### src/rtl/ddr3_rd_control.sv
// ddr3_rd_control: pops fill headers and streams sequential MIG burst reads into the readout FIFO.
// Define DDR3_RD_HDR_FWD_EN to forward each fill header into the readout FIFO ahead of its data.
module ddr3_rd_control #(
    parameter int MAX_OUTSTANDING = 16
) (
    input  logic         clk,
    input  logic         reset,
    input  logic         readout_enabled,
    input  logic [127:0] fill_header_rd_dat,
    input  logic         fill_header_fifo_empty,
    output logic         fill_header_rd_en,
    output logic         rd_app_en,
    input  logic         rd_app_rdy,
    output logic [25:0]  ddr3_rd_addr,
    input  logic [127:0] app_rd_data,
    input  logic         app_rd_data_valid,
    output logic [127:0] ddr3_rd_fifo_dat,
    output logic         ddr3_rd_fifo_wr_en,
    input  logic         ddr3_rd_fifo_almost_full,
    output logic         ddr3_rd_busy,
    output logic         ddr3_rd_done,
    output logic         ddr3_rd_err
);
`ifdef DDR3_RD_HDR_FWD_EN
    typedef enum logic [2:0] {IDLE, LOAD, HDR_FWD, READ, DONE} state_t;
`else
    typedef enum logic [2:0] {IDLE, LOAD, READ, DONE} state_t;
`endif
    localparam logic [5:0] MAX_OUT = 6'(MAX_OUTSTANDING);
    state_t r_state, w_next;
    logic [22:0]  r_addr_gen;
    logic [23:0]  r_addr_cntr, r_burst_cntr;
    logic [5:0]   r_outstanding;
    logic         r_hold, r_err, r_wr_en;
    logic [127:0] r_dat, w_hdr;
    logic         w_accept, w_spurious, w_take, w_hdr_wr;
`ifdef DDR3_RD_HDR_FWD_EN
    logic [127:0] r_hdr;
    always_ff @(posedge clk) begin
        if (reset)
            r_hdr <= '0;
        else if (r_state == LOAD)
            r_hdr <= fill_header_rd_dat;
    end
    assign w_hdr    = r_hdr;
    assign w_hdr_wr = r_state == HDR_FWD && readout_enabled && !ddr3_rd_fifo_almost_full;
`else
    logic w_unused;
    assign w_unused = ^{fill_header_rd_dat[127:76], fill_header_rd_dat[52:23]};
    assign w_hdr    = '0;
    assign w_hdr_wr = 1'b0;
`endif
    assign w_accept   = rd_app_en && rd_app_rdy;
    // MIG data cannot be stalled, so anything unaccounted for is dropped and flagged
    assign w_spurious = app_rd_data_valid && (r_outstanding == 0 || (r_state == READ && r_burst_cntr == 0));
    assign w_take     = app_rd_data_valid && !w_spurious && r_state == READ;

    always_ff @(posedge clk) begin
        if (reset)
            r_state <= IDLE;
        else
            r_state <= w_next;
    end

    always_comb begin
        w_next = r_state;
        if (r_state != IDLE && !readout_enabled)
            w_next = IDLE;
        else
            case (r_state)
                IDLE:    w_next = (readout_enabled && !fill_header_fifo_empty && r_outstanding == 0) ? LOAD : IDLE;
`ifdef DDR3_RD_HDR_FWD_EN
                LOAD:    w_next = HDR_FWD;
                HDR_FWD: w_next = ddr3_rd_fifo_almost_full ? HDR_FWD : (r_burst_cntr == 0 ? DONE : READ);
`else
                LOAD:    w_next = fill_header_rd_dat[22:0] == 0 ? DONE : READ;
`endif
                READ:    w_next = r_burst_cntr == 0 ? DONE : READ;
                DONE:    w_next = IDLE;
                default: w_next = IDLE;
            endcase
    end

    // A raised request is held until accepted even if almost_full rises meanwhile
    always_comb begin
        fill_header_rd_en  = r_state == LOAD;
        ddr3_rd_done       = r_state == DONE;
        ddr3_rd_busy       = r_state != IDLE || r_outstanding != 0;
        rd_app_en          = r_state == READ && readout_enabled && r_addr_cntr != 0 &&
                             (r_hold || (r_outstanding < MAX_OUT && !ddr3_rd_fifo_almost_full));
        ddr3_rd_addr       = {r_addr_gen, 3'b000};
        ddr3_rd_fifo_dat   = r_dat;
        ddr3_rd_fifo_wr_en = r_wr_en;
        ddr3_rd_err        = r_err;
    end

    always_ff @(posedge clk) begin
        if (reset) begin
            r_addr_gen    <= '0;
            r_addr_cntr   <= '0;
            r_burst_cntr  <= '0;
            r_outstanding <= '0;
            r_hold        <= 1'b0;
            r_err         <= 1'b0;
            r_wr_en       <= 1'b0;
            r_dat         <= '0;
        end else begin
            r_hold  <= rd_app_en && !rd_app_rdy;
            r_err   <= r_err || w_spurious;
            r_wr_en <= w_take || w_hdr_wr;
            if (w_take || w_hdr_wr)
                r_dat <= w_hdr_wr ? w_hdr : app_rd_data;
            if (w_accept && !app_rd_data_valid)
                r_outstanding <= r_outstanding + 6'd1;
            else if (!w_accept && app_rd_data_valid && r_outstanding != 0)
                r_outstanding <= r_outstanding - 6'd1;
            if (r_state == LOAD) begin
                r_addr_gen   <= fill_header_rd_dat[75:53];
                r_addr_cntr  <= {1'b0, fill_header_rd_dat[22:0]};
                r_burst_cntr <= {1'b0, fill_header_rd_dat[22:0]};
            end else begin
                if (w_accept) begin
                    r_addr_gen  <= r_addr_gen + 23'd1;
                    r_addr_cntr <= r_addr_cntr - 24'd1;
                end
                if (w_take)
                    r_burst_cntr <= r_burst_cntr - 24'd1;
            end
        end
    end
endmodule
### config.mk
export PLATFORM = sky130hd
export DESIGN_NAME = ddr3_rd_control
export DESIGN_NICKNAME = d
export VERILOG_FILES = /design/src/rtl/ddr3_rd_control.sv
export SDC_FILE = /design/constraint.sdc
export NUM_CORES = 1
export LEC_CHECK = 0
export BUFFER_PORTS_ARGS = -buffer_cell sky130_fd_sc_hd__buf_2
export CELL_PAD_IN_SITES_DETAIL_PLACEMENT = 1
export CELL_PAD_IN_SITES_GLOBAL_PLACEMENT = 2
export CORE_AREA = 2 2 189 191
export DETAILED_ROUTE_END_ITERATION = 10
export DIE_AREA = 0 0 191 193
export PLACE_DENSITY_LB_ADDON = 0.1
export SKIP_LAST_GASP = 1
export SLEW_MARGIN = 20
export SYNTH_ARGS = -nofsm -noshare
export SYNTH_HDL_FRONTEND = slang
export SYNTH_SLANG_ARGS = --single-unit
### constraint.sdc
create_clock -name clk -period 7.4 [get_ports clk]
set_clock_uncertainty 0.05 [all_clocks]
set_input_delay 0.37 -clock clk [delete_from_list [all_inputs] [get_ports clk]]
set_output_delay 0.37 -clock clk [all_outputs]
set_load 0.1 [all_outputs]
==> metrics.md <==
| Metric | Value |
|---|---|
| Largest net degree at the start of global routing | `between 90 and 100` |
| HP Start | `app_rd_data[94]` |
| Row count | `69` |
| Pleak | `roughly 0.0054 uW` |
| Die Wd | `around 190 um` |
| RSZ-0062 raised after global routing | `false` |
| #FFs+latches synth | `210` |
| Post-detail-place hpwl | `between 20 and 25 mm` |
| Pre-Repair DR Iteration Count | `4` |
| Final setup fails | `0` |
| Synthesized area | `about 9300 um2` |
| HP Class | `in2reg` |
| Post-route antenna net violation count | `0` |
| CTS tree | `done` |
| Most frequent cells in the layout | `336 x buf_2, 291 x nand2_1, 210 x dfxtp_1` |
| Fin crit share | `0.503` |
| Warnings from Yosys | `0` |
| WL per Instance | `around 17 um` |
| Outcome | `completed` |
| CP max-delay cell | `and3_1` |
| Residual DRC | `0` |
| Fmax | `269 MHz` |
| Final RePlAce weighted congestion | `0.735` |
| Drt initial violations | `approximately 350` |
| Most used flip-flop cell after synthesis | `dfxtp_1` |
| Hold buffers post-CTS | `77` |
| DP Cell Count | `roughly 1900` |
| EDFF count, synth | `0` |
| Number of global-route vias before repair | `approximately 9600` |
| Crit Reg-Reg Startpoint | `r_addr_cntr[2]` |
| Slew headroom | `0.359` |
| Layout cells sized above 1 | `0.263` |
| Crit path capture type | `flop` |
| Power Density | `347 nW/um2` |
| Worst endpoint required time | `between 7 and 8 ns` |
| Synth async-reset ratio | `0` |
| Post_cts resized | `0` |
| Startpoint Class | `flop` |
| Core area | `about 35000 um2` |
| Root buf cell | `clkbuf_16` |
| Layout area overhead | `39.6%` |
| TNS Setup | `0 ns` |
| Critical-path cell list | `nor4_1 -> and3_1 -> a21oi_1 -> nand2_1 -> ha_1 -> a211oi_1 -> o21ai_0 -> a21o_1 -> mux2i_1 -> mux2_2` |
| I/O pins | `423` |
| Syn_area_per_cell | `a little over 8 um2` |
| Slew @ Worst Pin | `about 0.96 ns` |
| Grt ovf | `0` |
| Layout fillers | `4266` |
| Register clock-pin slew on the reported worst setup and hold paths | `approximately 0.06 ns` |
| Vias per cell | `between 4 and 5` |
| Post-synthesis sequential area ratio | `0.452` |
| I/O Buffers | `roughly 340` |
| Clock Tree Buf Depth | `3` |
| Clock sink total | `210` |
| Vias | `between 9000 and 10000` |
| Starting Density | `0.266` |
| Die Span Y | `approximately 190 um` |
| Metal2 WL | `16.0 mm` |
| Cells after Synth | `about 1200` |
| Clock latency on the worst-skew pair | `0.53 ns` |
| Post-CTS setup buffers | `0` |
| Crit-path max cell delay | `between 0.6 and 0.7 ns` |
| First-pass GRT wire length | `~52 mm` |
| Top routing layer in use | `met5` |
| Number of max-cap violations | `0` |
| Endpoints failing hold | `0` |
| R2R Path End | `r_outstanding[5]` |
| Initial antenna violation count | `4` |
| Final Max Slew Viols | `0` |
| Routed length on met1 | `between 15 and 20 mm` |
| Cts bufs inserted | `28` |
| R2r setup slk | `between 3 and 4 ns` |
| Most common cell after layout, fill and taps aside | `buf_2` |
| # nets final | `between 1500 and 2000` |
| Fin cells | `roughly 2000` |
| Final Critical Period | `3.72 ns` |
| WL final | `~35 mm` |
| Crit path kind | `reg2reg` |
| Yosys cell types | `between 60 and 70` |
| DIE AREA | `36900 um2` |
| Crit Path Max Fanout | `18` |
| GR Util All Layers | `0.176` |
| Hold depth | `3` |
| Met3 wire length | `roughly 2.3 mm` |
| H-tree Lvls | `1` |
| Worst r2r path cells | `10` |
| Peak supply drop | `~0.00018 V` |
| Worst EP arrival | `between 4 and 5 ns` |
| Worst Hold End | `ddr3_rd_fifo_dat[94]` |
==> how the worst max path moves through the flow <==
stage / start / endpoint / cells after the start
6_report: r_addr_cntr[2] / r_outstanding[5] / 10
5_1_grt: r_addr_cntr[2] / r_outstanding[5] / 10
4_1_cts: r_addr_cntr[2] / r_outstanding[5] / 10
3_5_place_dp: r_addr_cntr[2] / r_outstanding[5] / 10
3_3_place_gp: r_addr_cntr[2] / r_outstanding[5] / 10
2_1_floorplan: r_addr_cntr[16] / r_outstanding[5] / 12
==> critical path: cells and delay by family, from the launching register on <==
kind                       cells  cell delay [ns]
and+or+nand+nor                3             1.48
DFF                            1             0.37
muxes                          2             0.47
adders and majority gates      1             0.29
AOI/OAI and AO/OA              4             0.94
==> per-layer routing <==
metal,track usage,up-vias
li1,-,4836
met1,0.227,4621
met2,0.288,244
met3,0.0451,52
met4,0.0549,2
met5,0,-
==> through the flow <==
stage                      util  setup WS (ns)  total power [uW]  instance area (um2)  hold slack [ns]
after global routing      0.372           3.33              4790                13000          0.00171
final                     0.372           3.68              4520                13000           0.0290
after detailed placement  0.325           3.65              3240                11400            0.394
after global placement    0.325           3.66              3210                11400            0.389
after CTS                 0.371           3.66              4590                13000        0.0000658
after floorplan               -           3.78              2790                 9320            0.390
==> cell type report <==
cell class,instances,area [um2],area share
antenna,5,12.5,0.000962
clock inverter,2,10.0,0.000770
clock buffer,44,852,0.0655
tap,461,577,0.0444
multi-input combinational,836,4680,0.360
inverter,19,71.3,0.00549
timing repair buffer,431,2590,0.199
sequential,210,4200,0.323
==> state kept, by name (all words and copies together), names as in the netlist <==
signal,flops
r_burst_cntr,24
ddr3_rd_fifo_dat,128
r_addr_cntr,24
r_state,2
r_hold,1
r_addr_gen,23
r_outstanding,6
ddr3_rd_err,1
ddr3_rd_fifo_wr_en,1
==> report_power, final <==
| group | internal, uW | switching [uW] |
|---|---|---|
| registers | 1280 | 154 |
| clock network | 776 | 500 |
| logic | 487 | 1320 |
==> synthesized netlist by cell type, drive strengths merged, types with 7 or more instances <==
master   count  area (um2)
mux2i        8        80.1
nand4        7        43.8
or3         16         100
xnor2       19         166
a21oi      139         696
o21ai       27         135
ha          12         150
o31ai       11        82.6
a2111oi     10        87.6
and3         8        50.1
a31oi       17         106
a211oi      24         180
dfxtp      210        4200
or4         21         161
nand3       16        80.1
nor3        22         110
nor4        25         163
inv         18        67.6
nor2        37         139
nand2      291        1090
clkbuf      66         248
buf         22         115
o31a        23         201
o21a        18         135
and4        11        96.3
==> logic make-up (layout without fill, tap and decap cells) <==
family          count (synthesis)  after routing  synth area share
fa+ha+maj                      13             13            0.0183
mux                            10             10            0.0110
xor+xnor                       22             22            0.0207
buf+inv                       107            496            0.0466
compound gates                309            309             0.213
other cells                     1              8          0.000403
simple gates                  479            479             0.238
flops                         210            210             0.452
No activity file was read; power rests on OpenSTA's default activity.
